### src/rtl/fetch_stage.sv
// Instruction-fetch stage: PC register, imem request/ack handshake and IF/ID register.
// Handles redirects, hazard stalls, wrong-path drop and a sticky ack-timeout flag.
module fetch_stage #(
    parameter logic [31:0] RESET_PC = 32'h0000_0000,
    parameter logic [31:0] NOP_INST = 32'h0000_0013,
    parameter int unsigned TIMEOUT  = 16
) (
    input  logic        clk,
    input  logic        rst_n,
    input  logic        pc_sel,
    input  logic [31:0] pc_target,
    input  logic        stall,
    output logic        imem_req,
    output logic [31:0] imem_addr,
    input  logic        imem_ack,
    input  logic [31:0] imem_rdata,
    output logic [31:0] if_pc,
    output logic [31:0] if_inst,
    output logic        if_valid,
    output logic        fetch_err
);

    localparam int            CW       = $clog2(TIMEOUT + 1);
    localparam logic [CW-1:0] CNT_LAST = CW'(TIMEOUT - 1);

    typedef enum logic [1:0] {
        S_REQ,
        S_WAIT,
        S_HOLD
    } state_t;

    typedef struct packed {
        logic        valid;
        logic [31:0] pc;
        logic [31:0] inst;
    } if_id_t;

    state_t        r_state;
    logic [31:0]   r_pc;
    logic [31:0]   r_buf;
    logic          r_drop;
    logic [CW-1:0] r_cnt;
    logic          r_err;
    if_id_t        r_ifid;

    logic [31:0]   w_tgt;
    logic [31:0]   w_pc_inc;
    logic          w_dlv_wait;
    logic          w_dlv_hold;
    logic          w_deliver;
    logic [31:0]   w_new_inst;

    // Redirect targets are forced halfword-aligned
    assign w_tgt      = pc_target & 32'hFFFF_FFFE;
    assign w_pc_inc   = r_pc + 32'd4;
    assign w_dlv_wait = (r_state == S_WAIT) && imem_ack && !r_drop
                        && !pc_sel && !stall;
    assign w_dlv_hold = (r_state == S_HOLD) && !pc_sel && !stall;
    assign w_deliver  = w_dlv_wait || w_dlv_hold;
    assign w_new_inst = (r_state == S_HOLD) ? r_buf : imem_rdata;

    assign imem_req   = (r_state == S_REQ);
    assign imem_addr  = r_pc;
    assign if_pc      = r_ifid.pc;
    assign if_inst    = r_ifid.inst;
    assign if_valid   = r_ifid.valid;
    assign fetch_err  = r_err;

    always_ff @(posedge clk) begin
        if (!rst_n) begin
            r_state <= S_REQ;
            r_pc    <= RESET_PC;
            r_buf   <= NOP_INST;
            r_drop  <= 1'b0;
            r_cnt   <= '0;
            r_err   <= 1'b0;
            r_ifid  <= '{valid: 1'b0, pc: 32'd0, inst: NOP_INST};
        end else begin
            unique case (r_state)
                S_REQ: begin
                    r_state <= S_WAIT;
                    r_cnt   <= '0;
                    r_drop  <= pc_sel;
                    if (pc_sel) begin
                        r_pc <= w_tgt;
                    end
                end
                S_WAIT: begin
                    if (imem_ack) begin
                        r_cnt <= '0;
                        if (r_drop || pc_sel) begin
                            r_drop  <= 1'b0;
                            r_state <= S_REQ;
                            if (pc_sel) begin
                                r_pc <= w_tgt;
                            end
                        end else if (!stall) begin
                            r_pc    <= w_pc_inc;
                            r_state <= S_REQ;
                        end else begin
                            r_buf   <= imem_rdata;
                            r_state <= S_HOLD;
                        end
                    end else if (r_cnt == CNT_LAST) begin
                        // Abandon the request; a fresh one goes out next cycle
                        r_cnt   <= '0;
                        r_err   <= 1'b1;
                        r_drop  <= 1'b0;
                        r_state <= S_REQ;
                        if (pc_sel) begin
                            r_pc <= w_tgt;
                        end
                    end else begin
                        r_cnt <= r_cnt + 1'b1;
                        if (pc_sel) begin
                            r_pc   <= w_tgt;
                            r_drop <= 1'b1;
                        end
                    end
                end
                S_HOLD: begin
                    if (pc_sel) begin
                        r_pc    <= w_tgt;
                        r_state <= S_REQ;
                    end else if (!stall) begin
                        r_pc    <= w_pc_inc;
                        r_state <= S_REQ;
                    end
                end
                default: begin
                    r_state <= S_REQ;
                end
            endcase

            if (pc_sel) begin
                r_ifid.valid <= 1'b0;
                r_ifid.inst  <= NOP_INST;
            end else if (!stall) begin
                if (w_deliver) begin
                    r_ifid.valid <= 1'b1;
                    r_ifid.pc    <= r_pc;
                    r_ifid.inst  <= w_new_inst;
                end else begin
                    r_ifid.valid <= 1'b0;
                    r_ifid.inst  <= NOP_INST;
                end
            end
        end
    end

endmodule
### config.mk
export PLATFORM = sky130hd
export DESIGN_NAME = fetch_stage
export DESIGN_NICKNAME = d
export VERILOG_FILES = /design/src/rtl/fetch_stage.sv
export SDC_FILE = /design/constraint.sdc
export NUM_CORES = 1
export LEC_CHECK = 0
export BUFFER_PORTS_ARGS = -buffer_cell sky130_fd_sc_hd__clkbuf_2
export CAP_MARGIN = 20
export CORE_ASPECT_RATIO = 1.75
export CORE_MARGIN = 5
export CORE_UTILIZATION = 50
export CTS_BUF_LIST = sky130_fd_sc_hd__clkbuf_2
export CTS_CLUSTER_SIZE = 30
export DETAILED_ROUTE_END_ITERATION = 7
export PLACE_DENSITY_LB_ADDON = 0.15
export SETUP_SLACK_MARGIN = 0.02
export SLEW_MARGIN = 20
export SYNTH_ARGS = -nofsm -noshare
export SYNTH_HDL_FRONTEND = slang
export SYNTH_SLANG_ARGS = --single-unit
### constraint.sdc
create_clock -name clk -period 2.4 [get_ports clk]
set_clock_uncertainty 0.05 [all_clocks]
set_input_delay 0.36 -clock clk [delete_from_list [all_inputs] [get_ports clk]]
set_output_delay 0.36 -clock clk [all_outputs]
set_load 0.01 [all_outputs]
==> run metrics, run 1 <==
status=complete, no violations; width of the die=97.3 um; GRT overflow=0; Gate power share=16.9%; Die Ht=163 um; Area Overhead vs Synth=31.9%; Setup Total Neg Slack=0 ns; synth warn=0; Tightest Pin Transition=0.647 ns; Post-Syn Nets=929; most frequent cells in the layout=183 x clkbuf_2, 146 x nand2_1, 136 x dfxtp_1; drt via density=5.77; CP endpoint kind=flop; initial drt markers=379; GR Util All Layers=28.8%; count of pins over their slew limit=0; cts bufs inserted=17; antenna violations before repair=1; Final ANT Viol Nets=0; IR drop worst, VDD=427 uV; Row Count=56; H-tree Lvls=4; register area share after synthesis=41.4%; Tmin final=2.26 ns; clock sinks=138; Buf/Inv on CP=1; synthesized flop and latch total=138; Longest Clk Path Bufs=2; drc violations=0; Distinct cells, synth=62; Clk pin slew, worst setup/hold paths=0.24 ns; total iterations of the first detailed-routing run=7; DRT Wirelength=23,300 um; Final setup viols=0; Switching Fraction=32.6%; f_max=0.442 GHz; NumNets Final=1,163; Worst EP required=2.99 ns; CTS tree=yes; RSZ-0062 raised after global routing=false; Async S/R FF share, synth=0%; crit-path cells=inv_1 -> ha_2 -> nor2b_1 -> nor2_2 -> or4_1 -> or3_1 -> o211ai_1; Die ar.=0.0158 sq mm; Post-Syn Area=0.00667 sq mm; Worst EP arrival=2.85 ns; Mapped Cells=854; vias=7,366; IO buf count=166; Critical-path top delay cell=or4_1; global-route wire length before repair=36,700 um; Sequential Power Share=52.0%; dominant synthesized flop cell=dfxtp_1; internal power=3120 uW; clk_lat worst skew=0.70 ns; core box area=0.0132 sq mm; Setup crit start kind=flop; fin util=66.4%; share of cells above drive strength 1=25.3%; hpwl dp=16,000 um; Slew HR=56.9%; delay of the slowest critical-path stage=0.53 ns; Post-synth EDFFs=0; Avg Inst Size Synth=7.81 sq um; final worst-path cycle share=94.2%; post-DR wirelength/cell=18.2 um; CTS root buffer=clkbuf_2; crit path max fanout=5; gpl congestion=0.981; Top Ports=168; largest net degree at the start of global routing=63; final hold viol count=0; P_leak=0.00354 uW; Starting Density=50.4%; Max Cap Viol=0; PD cells=525 mW/mm^2; Clock Power Share=31.1%; Hold Crit Class=in2reg; vias in the first global route=7,270; Psw=1510 uW; commonest non-fill, non-tap cell in the layout=clkbuf_2; Setup CP Type=reg2reg; critical path's top delay family=simple AND/OR/NAND/NOR gates
-- synthesized netlist by cell type, drive strengths merged, types with 5 or more instances --
cell | number | share of area, %
xor2 | 5 | 0.66
nand3 | 21 | 1.6
a21o | 6 | 0.67
a22oi | 5 | 0.56
a221o | 6 | 0.90
buf | 18 | 1.5
nor3 | 42 | 3.2
nor2 | 75 | 4.2
o22ai | 6 | 0.56
dfxtp | 138 | 41
nand2 | 146 | 8.2
ha | 6 | 1.1
inv | 18 | 1.0
o21ai | 25 | 1.9
mux2i | 37 | 5.6
a31oi | 11 | 1.0
clkbuf | 52 | 2.9
a311oi | 6 | 0.79
nand4 | 6 | 0.56
and3 | 7 | 0.66
a211oi | 9 | 1.0
a21oi | 117 | 8.8
nor4 | 12 | 1.4
nor2b | 9 | 0.84
-- worst min-delay path, cell delays in order --
cell,delay (ns)
clkbuf_2,0.08
and3_1,0.15
nand3_1,0.08
o311ai_0,0.08
-- routing by layer --
metal / GRT usage, % / part of all wire, %
met1: 30.1 / 36
met5: 0 / 0
met2: 51.6 / 50
met4: 18.1 / 6.3
met3: 6.86 / 7.5
-- through the flow --
step / hold slack (ns) / setup WS (ns) / cell area (sq um) / total power (uW) / instances
finish: 0.0446 / 0.139 / 8800 / 4620 / 1276
global route: 0.00564 / 0.0216 / 8800 / 4850 / 1276
CTS: 0.00609 / 0.0383 / 8770 / 4620 / 1274
detailed placement: 0.396 / 0.0733 / 7940 / 3120 / 1184
global placement: 0.390 / 0.115 / 7940 / 3120 / 1184
floorplan: 0.375 / 0.0693 / 6670 / 2820 / 854
-- state kept, by name, summed over array words and instances, names as in the netlist --
register and flops:
imem_addr 32, if_inst 32, fetch_err 1, r_state 2
r_cnt 5, r_drop 1, r_buf 32, if_pc 32
if_valid 1
-- layout make-up --
type	count	area [sq um]
flip-flops and latches	138	2770
clock inverters	15	160
diodes	1	2.50
fillers	1199	4440
inverters	18	67.6
well taps	174	218
multi-input cells	629	3570
clock buffers	17	85.1
repair buffers	284	1920
-- path summary, 6_finish.rpt --
check / start / to / slack, ns / cells past startpoint
worst max-delay path: r_state[0]$_SDFFE_PN0P_ / imem_addr[29]$_SDFFE_PN0P_ / 0.14 / 7
worst min-delay path: pc_target[9] / imem_addr[9]$_SDFFE_PN0P_ / 0.04 / 4
worst max register to register: r_state[0]$_SDFFE_PN0P_ / imem_addr[29]$_SDFFE_PN0P_ / 0.14 / 7
worst min register to register: if_pc[13]$_SDFFE_PN0P_ / if_pc[13]$_SDFFE_PN0P_ / 0.42 / 2
-- power groups by stage --
stage          clock network [uW]  registers [uW]  logic (uW)
2_1_floorplan                   0            2460         367
3_3_place_gp                    0            2440         673
3_5_place_dp                    0            2440         679
4_1_cts                      1470            2400         756
5_1_grt                      1590            2410         843
6_report                     1440            2400         782
-- kinds of logic (layout without fill, tap and decap cells) --
family,Yosys count,after routing,synth area share [%]
AOI/OAI and AO/OA,233,233,21.8
muxes,37,37,5.55
adders and majority gates,6,6,1.13
other,0,1,0
and+or+nand+nor,345,346,23.7
DFF,138,138,41.4
buffers and inverters,88,334,5.48
xor gates and xnor gates,7,7,0.919
-- repair_timing --
| action | 4_1_cts | 5_1_grt |
|---|---|---|
| hold endpoints to repair | 67 | 0 |
| gates resized for setup | 0 | 5 |
| hold buffers | 58 | 0 |
| setup endpoints to repair | 0 | 5 |
| setup buffers | 0 | 0 |
(Power assumes the default switching activity.)
==> run 2: changes to the inputs <==
- CORE_UTILIZATION: 50 -> 40
==> run 2 against run 1 <==
Effect of this change:
- sequential power hardly changed
- worst hold slack improved by 0.017 ns
- combinational power shrank 0.9%
- largest power group unchanged
- critical endpoint is now imem_addr[20]$_SDFFE_PN0P_
- critical path depth did not move
- die area rose by 23%
- register-to-register slack hardly changed
- clock power increased by 9.7%
- core utilization shrank 12 points
- sequential share of layout area down 0.34 points
- fmax grew 0.14%
==> run metrics, run 2 (synthesis gave the netlist of run 1 again) <==
delay of the slowest critical-path stage=0.42 ns (-0.11 ns); NumNets Final=1,160 (-0.26%); Setup crit start kind=flop; clk_lat worst skew=0.69 ns (about the same); drc violations=0 (unchanged); Critical-path top delay cell=dfxtp_1; total power=4760 uW (+2.9%); final non-filler cell total=1,322 (+3.6%); post-DR wirelength/cell=17.9 um (-1.9%); hpwl dp=17,000 um (+5.9%); setup bufs post-CTS=0 (unchanged); vias in the first global route=7,096 (-2.4%); Tightest Pin Transition=0.594 ns (-0.0536 ns); crit path max fanout=16 (+11); Worst EP required=2.93 ns (-0.06 ns); width of the die=108 um (+11%); crit-path cells=inv_1 -> ha_1 -> or3b_1 -> and2_4 -> buf_12 -> a221o_1 -> o221a_2; Clk pin slew, worst setup/hold paths=0.24 ns (about the same); Fill cells=1,647 (+37%); Area Overhead vs Synth=33.1%; f_max=0.443 GHz (+0.14%); GR Util All Layers=24.4% (-4.4 points); most frequent cells in the layout=183 x clkbuf_2, 146 x nand2_1, 138 x dfxtp_1; Slew HR=60.0% (+3.2 points); RSZ-0062 raised after global routing=false; Die ar.=0.0195 sq mm (+23%); cts bufs inserted=17 (unchanged); antenna violations before repair=1 (unchanged); drt via density=5.38 (-6.7%); Longest Clk Path Bufs=2 (unchanged); gpl congestion=0.882 (-10%); DRT Wirelength=23,600 um (+1.6%); Row Count=62 (+11%); status=complete, no violations; Setup Total Neg Slack=0 ns (unchanged); clock sinks=138 (unchanged); global-route wire length before repair=37,500 um (+2.2%); Placed Cells=1,233 (+4.1%); Top Ports=168 (unchanged); Final setup viols=0 (unchanged); Setup CP Type=reg2reg; Worst EP arrival=2.79 ns (-0.06 ns); Hold Crit Class=in2reg; Buf/Inv on CP=2 (+1); critical path's top delay family=simple AND/OR/NAND/NOR gates; core box area=0.0164 sq mm (+24%); CP endpoint kind=flop; Die Ht=181 um (+11%); Starting Density=40.6% (-9.8 points); Tmin final=2.26 ns (-0.00309 ns); Final ANT Viol Nets=0 (unchanged); commonest non-fill, non-tap cell in the layout=clkbuf_2; IO buf count=166 (unchanged); final worst-path cycle share=94.1% (-0.13 points); total iterations of the first detailed-routing run=5 (-2); PD cells=536 mW/mm^2 (+1.9%); IR drop worst, VDD=303 uV (-29%); largest net degree at the start of global routing=43 (-32%); H-tree Lvls=4 (unchanged); GRT overflow=0 (unchanged); share of cells above drive strength 1=24.9% (-0.45 points); Max Cap Viol=0 (unchanged); count of pins over their slew limit=0 (unchanged); CTS root buffer=clkbuf_2; initial drt markers=294 (-22%); vias=7,118 (-3.4%); final hold viol count=0 (unchanged); CTS tree=yes; P_leak=0.00354 uW (about the same)
[run 2: changes by cell type in the layout (fill, tap and decap cells not counted), sizes merged]
cell	delta
buf	-1
dlygate4sd3	-1
clkinv	-3
bufinv	+2
and2	-1
[run 2: final timing paths]
path,from,slack (ns),to,cells after the start
setup / recovery,r_state[0]$_SDFFE_PN0P_,0.14,imem_addr[20]$_SDFFE_PN0P_,7
hold / removal,pc_target[29],0.06,imem_addr[29]$_SDFFE_PN0P_,3
setup reg to reg,r_state[0]$_SDFFE_PN0P_,0.14,imem_addr[20]$_SDFFE_PN0P_,7
hold reg to reg,r_cnt[4]$_SDFFE_PN0P_,0.41,r_cnt[4]$_SDFFE_PN0P_,2
[run 2: report_power, final]
group | internal [uW] | leakage, uW | switching [uW]
logic | 346 | 0.00227 | 428
registers | 2350 | 0.00112 | 56.2
clock network | 605 | 0.000154 | 970
total | 3300 | 0.00354 | 1460
[run 2: per-stage QoR]
step / instance area (sq um) / hold WS [ns] / utilization [%] / setup WS (ns)
detailed placement: 8030 / 0.394 / 48.8 / 0.149
floorplan: 6670 / 0.375 / - / 0.0693
global placement: 8030 / 0.390 / 48.8 / 0.165
global route: 8880 / 0.00157 / 54.0 / 0.0328
CTS: 8870 / 0.0105 / 53.9 / 0.117
finish: 8880 / 0.0617 / 54.0 / 0.142
[run 2: timing repair]
item,CTS,global route
endpoints found under the hold margin,66,0
resized for setup,0,3
hold buffers,57,0
setup endpoints to repair,0,6
[run 2: cell type report]
class / instances / area [sq um] / share of cell area, %
flip-flops and latches: 138 / 2760 / 31.1
repair buffers: 282 / 1940 / 21.8
multi-input cells: 628 / 3560 / 40.1
clock buffers: 17 / 85.1 / 0.958
well taps: 224 / 280 / 3.16
inverters: 18 / 67.6 / 0.761
clock inverters: 14 / 184 / 2.07
diodes: 1 / 2.50 / 0.0282
[run 2: routing by layer]
layer / vias up / wire (um) / track usage [%]
met5: - / 0 / 0
met4: 0 / 1370 / 14.4
met3: 66 / 1270 / 4.43
met2: 240 / 12500 / 43.7
met1: 3307 / 8530 / 26.0
li1: 3505 / - / -
[run 2: worst reg2reg max path, cell delays in order, from the launching register on]
cell     delay (ns)
dfxtp_1        0.42
inv_1          0.08
ha_1           0.31
or3b_1         0.41
and2_4         0.22
buf_12         0.16
a221o_1        0.30
o221a_2        0.24
